[src/rtl/cmp_pkg.sv]
// Shared definitions for the iterative comparator: op encodings, FSM states and
// sizing helpers.
package cmp_pkg;

   localparam logic [2:0] CMP_EQ  = 3'b000;
   localparam logic [2:0] CMP_NE  = 3'b001;
   localparam logic [2:0] CMP_LT  = 3'b100;
   localparam logic [2:0] CMP_GE  = 3'b101;
   localparam logic [2:0] CMP_LTU = 3'b110;
   localparam logic [2:0] CMP_GEU = 3'b111;

   typedef enum logic [1:0] {
      StIdle,
      StRun,
      StDone
   } cmp_state_e;

   function automatic int unsigned calc_nch(input int unsigned n, input int unsigned w);
      return n / w;
   endfunction

   function automatic int unsigned calc_idx_w(input int unsigned nch);
      return (nch > 1) ? $clog2(nch) : 1;
   endfunction

   // Maps the terminal lt/eq flags onto the single result bit for an op.
   function automatic logic cmp_result(input logic [2:0] op, input logic lt, input logic eq);
      logic r;
      case (op)
         CMP_EQ:           r = eq;
         CMP_NE:           r = ~eq;
         CMP_LT, CMP_LTU:  r = lt;
         CMP_GE, CMP_GEU:  r = ~lt;
         default:          r = 1'b0;
      endcase
      return r;
   endfunction

endpackage

[src/rtl/cmp_chunk_Wb.sv]
// Combinational unsigned compare of one W-bit chunk.
module cmp_chunk_Wb #(
   parameter int unsigned W = 8
) (
   input  logic [W-1:0] a_i,
   input  logic [W-1:0] b_i,
   output logic         lt_o,
   output logic         eq_o
);

   assign lt_o = (a_i < b_i);
   assign eq_o = (a_i == b_i);

endmodule

[src/rtl/cmp_iter_unit.sv]
// Multi-cycle comparator: walks the operands W bits per cycle from the top chunk
// down and stops at the first differing chunk. Result is SLT-style, zero-extended.
module cmp_iter_unit
   import cmp_pkg::*;
#(
   parameter int unsigned N = 32,
   parameter int unsigned W = 8
) (
   input  logic         clk_i,
   input  logic         rst_i,
   input  logic         valid_i,
   output logic         ready_o,
   input  logic [N-1:0] a_i,
   input  logic [N-1:0] b_i,
   input  logic [2:0]   op_i,
   output logic         valid_o,
   input  logic         ready_i,
   output logic [N-1:0] res_o
);

   localparam int unsigned NCH = calc_nch(N, W);
   localparam int unsigned IW  = calc_idx_w(NCH);
   localparam logic [IW-1:0] IdxLast = IW'(NCH - 1);

   cmp_state_e    state_q, state_d;
   logic [N-1:0]  a_q, a_d;
   logic [N-1:0]  b_q, b_d;
   logic [2:0]    op_q, op_d;
   logic [IW-1:0] idx_q, idx_d;
   logic [N-1:0]  res_q, res_d;

   logic [W-1:0]  a_ch, b_ch;
   logic          ch_lt, ch_eq;

   always_comb begin
      a_ch = '0;
      b_ch = '0;
      for (int i = 0; i < int'(NCH); i++) begin
         if (idx_q == IW'(i)) begin
            a_ch = a_q[i*W +: W];
            b_ch = b_q[i*W +: W];
         end
      end
   end

   cmp_chunk_Wb #(
      .W (W)
   ) u_chunk (
      .a_i  (a_ch),
      .b_i  (b_ch),
      .lt_o (ch_lt),
      .eq_o (ch_eq)
   );

   always_comb begin
      state_d = state_q;
      a_d     = a_q;
      b_d     = b_q;
      op_d    = op_q;
      idx_d   = idx_q;
      res_d   = res_q;
      case (state_q)
         StIdle: begin
            if (valid_i) begin
               a_d   = a_i;
               b_d   = b_i;
               op_d  = op_i;
               idx_d = IdxLast;
               // Flipping the sign bits turns a signed compare into an unsigned one.
               if (op_i == CMP_LT || op_i == CMP_GE) begin
                  a_d[N-1] = ~a_i[N-1];
                  b_d[N-1] = ~b_i[N-1];
               end
               state_d = StRun;
            end
         end
         StRun: begin
            if (!ch_eq || idx_q == '0) begin
               res_d    = '0;
               res_d[0] = cmp_result(op_q, ch_lt, ch_eq);
               state_d  = StDone;
            end else begin
               idx_d = idx_q - 1'b1;
            end
         end
         StDone: begin
            if (ready_i) begin
               state_d = StIdle;
            end
         end
         default: state_d = StIdle;
      endcase
   end

   always_ff @(posedge clk_i) begin
      if (rst_i) begin
         state_q <= StIdle;
         a_q     <= '0;
         b_q     <= '0;
         op_q    <= '0;
         idx_q   <= '0;
         res_q   <= '0;
      end else begin
         state_q <= state_d;
         a_q     <= a_d;
         b_q     <= b_d;
         op_q    <= op_d;
         idx_q   <= idx_d;
         res_q   <= res_d;
      end
   end

   assign ready_o = (state_q == StIdle) & ~rst_i;
   assign valid_o = (state_q == StDone);
   assign res_o   = res_q;

endmodule

[config.mk]
export PLATFORM = sky130hd
export DESIGN_NAME = cmp_iter_unit
export DESIGN_NICKNAME = d
export VERILOG_FILES = /design/src/rtl/cmp_pkg.sv /design/src/rtl/cmp_chunk_Wb.sv /design/src/rtl/cmp_iter_unit.sv
export SDC_FILE = /design/constraint.sdc
export NUM_CORES = 1
export LEC_CHECK = 0
export ABC_AREA = 1
export ABC_CLOCK_PERIOD_IN_PS = 3500
export BUFFER_PORTS_ARGS = -buffer_cell sky130_fd_sc_hd__buf_2
export CORE_ASPECT_RATIO = 0.9
export CORE_MARGIN = 1
export CORE_UTILIZATION = 35
export DETAILED_ROUTE_END_ITERATION = 6
export PLACE_DENSITY_LB_ADDON = 0.12
export SETUP_SLACK_MARGIN = 0.3
export SYNTH_ARGS = -nofsm -noshare
export SYNTH_HDL_FRONTEND = slang
export SYNTH_SLANG_ARGS = --single-unit
[constraint.sdc]
create_clock -name clk_i -period 3.5 [get_ports clk_i]
set_clock_uncertainty 0.2 [all_clocks]
set_input_delay 0.525 -clock clk_i [delete_from_list [all_inputs] [get_ports clk_i]]
set_output_delay 0.525 -clock clk_i [all_outputs]
set_load 0.01 [all_outputs]
==> flow_summary.json, run 1 <==
{
  "status": "completed",
  "fmax_ghz": 0.340,
  "end_kind": "flop",
  "register_area_mm2": 0.00144,
  "post_cts_buffers": 0,
  "critical-path-slowest-cell": "dfxtp_1",
  "layout-drive-gt1-share_pct": 17.9,
  "cp_data_arrival_time_ps": 2950,
  "layout.nets": 643,
  "grt_pass1_wl_um": 14600,
  "cp-start-kind": "flop",
  "yosysSeqAreaShare_pct": 40.0,
  "worst_pin_slew_ps": 866,
  "layout.cells.non_filler": 690,
  "die-width_um": 109,
  "grt_pass1_vias": 3025,
  "cts_buffers": 9,
  "cts_max_level": 3,
  "postSynthAreaPerCell_um2": 7.14,
  "insertion_delay_ps": 330,
  "antenna_found_initial": 0,
  "hold_violations": 0,
  "via_count": 3239,
  "synthCells": 504,
  "path_class": "reg -> reg",
  "overflow": 0,
  "cts.sinks": 72,
  "whs_ps": 225,
  "cts_tree": "built",
  "die_area_mm2": 0.0107,
  "drc": 0,
  "required_ps": 3510,
  "setup_violations": 0,
  "fin_util_pct": 42.4,
  "crit_chain": "inv_1 -> ha_2 -> buf_4 -> o311ai_0 -> o21ai_1 -> ha_1 -> nand2_1 -> nor2_1 -> nand2_1 -> nor2_1 -> a21oi_2 -> o21ai_1 -> a21oi_1",
  "multi_input_area_mm2": 0.00179,
  "leakage_nw": 1.93,
  "finalSetupTns_ps": 0,
  "mostFrequentLayoutCells": "153 x nor2_1, 73 x o21ai_0, 73 x buf_2",
  "hold_class": "in -> reg",
  "ys_warn_count": 0,
  "grt_start_max_net_pins": 70,
  "layout_commonest_cell": "nor2_1",
  "routed_via_density": 4.69,
  "r2r_slack_ps": 560,
  "io_pins": 105,
  "antenna_left": 0,
  "p_per_area_mw_per_mm2": 564,
  "detail_route.iter0.violations": 217,
  "synth.distinct_cells": 28,
  "timing.rr.end": "idx_q[1]",
  "ir_drop_v": 0.000210,
  "rsz0062_at_grt": "false",
  "drv_slew": 0,
  "core-area_mm2": 0.00983,
  "core.rowCount": 34,
  "ys_ff_latch": 72,
  "portBuffers": 73,
  "wl_per_cell_um": 12.8,
  "synth_area_mm2": 0.00360,
  "grt_usage_pct": 17.6,
  "clockBufferDepth": 2,
  "n_antenna_cell": 0,
  "cpPeakStageDelay_ps": 430,
  "dr.pass1.iters": 4,
  "max-cap-violations": 0,
  "dp.cells": 675,
  "globalplace.congestion": 0.856,
  "cp-startpoint": "idx_q[0]",
  "clk_pin_slew_ps": 60,
  "fp.dieH_um": 98.2,
  "dpl.hpwl_um": 6410,
  "fillerInstances": 1042,
  "min_period_over_period_pct": 84.0,
  "min_period_ps": 2940,
  "cp-endpoint": "idx_q[1]",
  "cts-root-buf": "clkbuf_16",
  "initial_utilization_pct": 36.6,
  "relSlewSlack_pct": 42.2,
  "critPathMaxFanout": 13,
  "r2r_cells": 13,
  "area_growth_pct": 15.8,
  "crit-reg2reg-launch": "idx_q[0]",
  "wl_um": 8840
}
## through the flow
step / worst slack [ps] / power (mW) / cell area (um^2)
floorplan: 1020 / 1.32 / 3710
global placement: 587 / 1.40 / 3840
detailed placement: 462 / 1.41 / 3840
CTS: 427 / 2.37 / 4150
global route: 338 / 2.49 / 4170
finish: 561 / 2.35 / 4170
## sequential cells by signal (all words and copies together) (netlist names)
| register | cells |
|---|---|
| res_o | 1 |
| idx_q | 2 |
| b_q | 32 |
| op_q | 3 |
| a_q | 32 |
| state_q | 2 |
## worst max-delay path, delay by kind of cell (launching register included)
family	cells	cell delay [ps]
buffers and inverters	2	320
flip-flops	1	430
AO/OA/AOI/OAI	5	810
adder cells (fa/ha/maj)	2	580
AND/OR/NAND/NOR	4	470
## worst min path at each step
stage | startpoint | end | slack [ps] | cells past startpoint
6_report | rst_i | res_o[0] | 220 | 2
5_1_grt | rst_i | res_o[0] | 230 | 2
4_1_cts | rst_i | res_o[0] | 220 | 2
3_5_place_dp | res_o[0] | res_o[0] | 260 | 2
3_3_place_gp | a_q[18] | a_q[18] | 270 | 2
2_1_floorplan | a_q[18] | a_q[18] | 250 | 2
## final cells by class
type	instances	area share, %
clock buffer	9	5.40
inverter	19	1.83
multi-input combinational	381	42.9
tap	126	3.78
sequential	72	34.6
clock inverter	6	2.04
timing repair buffer	77	9.49
## power by group
part	switching, mW	internal (mW)	total, mW
combinational	0.276	0.171	0.447
clock	0.336	0.616	0.953
sequential	0.0550	0.898	0.953
total	0.667	1.69	2.35
## logic make-up (layout without fill, tap and decap cells)
family / count (synthesis) / in the layout / synth area share (%)
and+or+nand+nor: 207 / 207 / 22.3
AOI/OAI and AO/OA: 129 / 129 / 18.9
buffers and inverters: 81 / 111 / 13.9
DFF: 72 / 72 / 40.0
adders and majority gates: 12 / 12 / 4.17
xor gates and xnor gates: 2 / 2 / 0.487
other: 1 / 31 / 0.104
## synth_stat cells
library cell | count | area share [%]
a22oi_1 | 3 | 0.63
a21oi_1 | 32 | 4.4
a21o_1 | 1 | 0.21
a21oi_2 | 1 | 0.24
ha_1 | 12 | 4.2
nor2_2 | 1 | 0.17
inv_2 | 2 | 0.21
o311ai_0 | 2 | 0.49
xnor2_1 | 2 | 0.49
clkbuf_1 | 12 | 1.3
inv_1 | 16 | 1.7
o211ai_1 | 2 | 0.42
o21ai_1 | 10 | 1.4
conb_1 | 1 | 0.10
buf_6 | 8 | 2.5
nand2_2 | 1 | 0.17
o31ai_1 | 4 | 0.83
nand2_1 | 37 | 3.9
nand3_1 | 13 | 1.8
clkbuf_2 | 1 | 0.14
nor2_1 | 153 | 16
buf_2 | 8 | 1.1
nor3_1 | 1 | 0.14
nor3b_1 | 1 | 0.21
dfxtp_1 | 72 | 40
buf_4 | 33 | 6.9
inv_4 | 1 | 0.17
o21ai_0 | 74 | 10
## metal layers
metal	routed length, um	global-route usage [%]	vias up
li1	-	-	1691
met1	4600	25.9	1444
met2	3640	25.4	92
met3	502	3.60	12
met4	99	4.99	0
met5	0	0	-
## what timing repair did
action / 4_1_cts / 5_1_grt
gates resized for setup: 0 / 6
setup endpoints to repair: 0 / 5
hold buffers: 0 / 0
No activity file was read; power rests on OpenSTA's default activity.
==> inputs of run 2 (changes only) <==
--- a/config.mk
+++ b/config.mk
@@ -6,7 +6,7 @@
 export NUM_CORES = 1
 export LEC_CHECK = 0
 export ABC_AREA = 1
-export ABC_CLOCK_PERIOD_IN_PS = 3500
+export ABC_CLOCK_PERIOD_IN_PS = 2800
 export BUFFER_PORTS_ARGS = -buffer_cell sky130_fd_sc_hd__buf_2
 export CORE_ASPECT_RATIO = 0.9
 export CORE_MARGIN = 1
==> constraint.sdc (replaced) <==
create_clock -name clk_i -period 2.8 [get_ports clk_i]
set_clock_uncertainty 0.2 [all_clocks]
set_input_delay 0.42 -clock clk_i [delete_from_list [all_inputs] [get_ports clk_i]]
set_output_delay 0.42 -clock clk_i [all_outputs]
set_load 0.01 [all_outputs]
==> flow_summary.json, run 2 (synthesized netlist as in run 1, its figures left out) <==
{
  "min_period_ps": 2630,
  "min_period_over_period_pct": 93.8,
  "cts.sinks": 72,
  "setup_violations": 0,
  "die-width_um": 109,
  "cts_buffers": 9,
  "critical-path-slowest-cell": "dfxtp_2",
  "area_growth_pct": 23.8,
  "n_antenna_cell": 0,
  "rsz0062_at_grt": "true",
  "core-area_mm2": 0.00983,
  "wl_um": 9380,
  "cts_tree": "built",
  "wl_per_cell_um": 13.2,
  "p_sw_share_pct": 30.5,
  "crit_family": "compound AO/OA/AOI/OAI gates",
  "path_class": "reg -> reg",
  "globalplace.congestion": 0.803,
  "wl_met2_um": 4020,
  "p_sw_uw": 895,
  "overflow": 0,
  "portBuffers": 73,
  "grt_usage_pct": 18.1,
  "detail_route.iter0.violations": 144,
  "fp.dieH_um": 98.2,
  "intPower_mw": 2.04,
  "relSlewSlack_pct": 53.5,
  "grt_start_max_net_pins": 70,
  "antenna_found_initial": 0,
  "reg_top3": "a_q: 32 flops, b_q: 32 flops, op_q: 3 flops",
  "power_frac_comb_pct": 24.2,
  "antenna_left": 0,
  "cpPeakStageDelay_ps": 340,
  "core.rowCount": 34,
  "dr.max_layer_used": "met4",
  "grt_pass1_wl_um": 14800,
  "io_pins": 105,
  "crit_chain": "buf_6 -> ha_4 -> buf_8 -> a21oi_1 -> o311ai_2 -> o21ai_1 -> ha_1 -> nand2_2 -> nor2_4 -> nand2_4 -> nor2_4 -> a21oi_4 -> buf_6 -> a21oi_2",
  "leakage_nw": 2.06,
  "cp-start-kind": "flop",
  "dpl.hpwl_um": 6380,
  "ir_drop_v": 0.000326,
  "mostFrequentLayoutCells": "151 x nor2_1, 73 x buf_2, 70 x dfxtp_1",
  "status": "completed",
  "power_frac_seq_pct": 40.7,
  "required_ps": 2860,
  "wl_met3_um": 556,
  "grt_pass1_vias": 2996,
  "insertion_delay_ps": 330,
  "hold_violations": 0,
  "end_kind": "flop",
  "initial_utilization_pct": 36.6,
  "layout_commonest_cell": "nor2_1",
  "critPathMaxFanout": 7,
  "cts-root-buf": "clkbuf_16",
  "drv_slew": 0,
  "layout.nets": 662,
  "via_count": 3307,
  "cts_hold_buffers": 0,
  "dr.pass1.iters": 4,
  "die_area_mm2": 0.0107,
  "routed_via_density": 4.66,
  "clockBufferDepth": 2,
  "clk_pin_slew_ps": 50,
  "fmax_ghz": 0.381,
  "max-cap-violations": 0,
  "fin_util_pct": 45.4,
  "layout-drive-gt1-share_pct": 24.7,
  "worst_pin_slew_ps": 697,
  "power.share.clock_pct": 35.1,
  "cts_max_level": 3,
  "whs_ps": 118,
  "hold_class": "in -> reg",
  "drt-met1-wl_um": 4660,
  "cp_data_arrival_time_ps": 2690,
  "cp.buffers_inverters": 3,
  "drc": 0,
  "p_per_area_mw_per_mm2": 657
}
[run 2: changes by cell type in the layout (fill, tap and decap cells not counted), moves of 4 or more]
| cell | previous run | this run |
|---|---|---|
| a21oi_1 | 32 | 27 |
| buf_4 | 4 | 14 |
| nand2_2 | 1 | 6 |
| o21ai_1 | 11 | 15 |
| nand2_1 | 37 | 31 |
| o21ai_0 | 73 | 67 |
| buf_6 | 0 | 5 |
| inv_1 | 16 | 12 |
[run 2: metal layers]
metal	global-route usage, %	vias up
met3	4.14	13
met5	0	-
met4	6.44	0
li1	-	1734
met2	25.7	105
met1	26.3	1455
[run 2: power groups by stage]
stage | Sequential [mW] | Clock (mW) | Combinational [mW]
after floorplan | 1.18 | 0 | 0.467
after global placement | 1.21 | 0 | 0.553
after detailed placement | 1.21 | 0 | 0.564
after CTS | 1.19 | 1.05 | 0.622
after global routing | 1.20 | 1.10 | 0.807
final | 1.19 | 1.03 | 0.710
[run 2: per-stage QoR]
stage | worst slack [ps] | power [mW] | setup TNS, ps | std cells | area, um^2
5_1_grt | 59.6 | 3.11 | 0 | 710 | 4460
2_1_floorplan | 323 | 1.65 | 0 | 534 | 3710
3_3_place_gp | 10.7 | 1.76 | 0 | 680 | 3870
3_5_place_dp | -96.8 | 1.77 | -116 | 680 | 3870
6_report | 173 | 2.93 | 0 | 710 | 4460
4_1_cts | 243 | 2.86 | 0 | 703 | 4300
[run 2: worst paths after layout]
kind | slack [ps] | depth (start not counted) | end | startpoint
setup / recovery | 170 | 14 | idx_q[0] | idx_q[0]
hold / removal | 120 | 2 | state_q[0] | rst_i
setup reg to reg | 170 | 14 | idx_q[0] | idx_q[0]
hold reg to reg | 280 | 2 | a_q[14] | a_q[14]
[run 2: layout make-up]
type | count | area, um^2
Clock buffer | 12 | 246
Clock inverter | 4 | 20.0
Fill cell | 1019 | 5370
Inverter | 19 | 87.6
Multi-Input combinational cell | 381 | 1910
Sequential cell | 72 | 1440
Tap cell | 126 | 158
Timing Repair Buffer | 95 | 587
Timing Repair inverter | 1 | 6.26
[run 2: what timing repair did]
action                                  CTS  global route
endpoints found under the setup margin    5             5
setup buffers                             7             5
pin swaps                                 8            22
resized for setup                        33            24
cloned                                    0             2
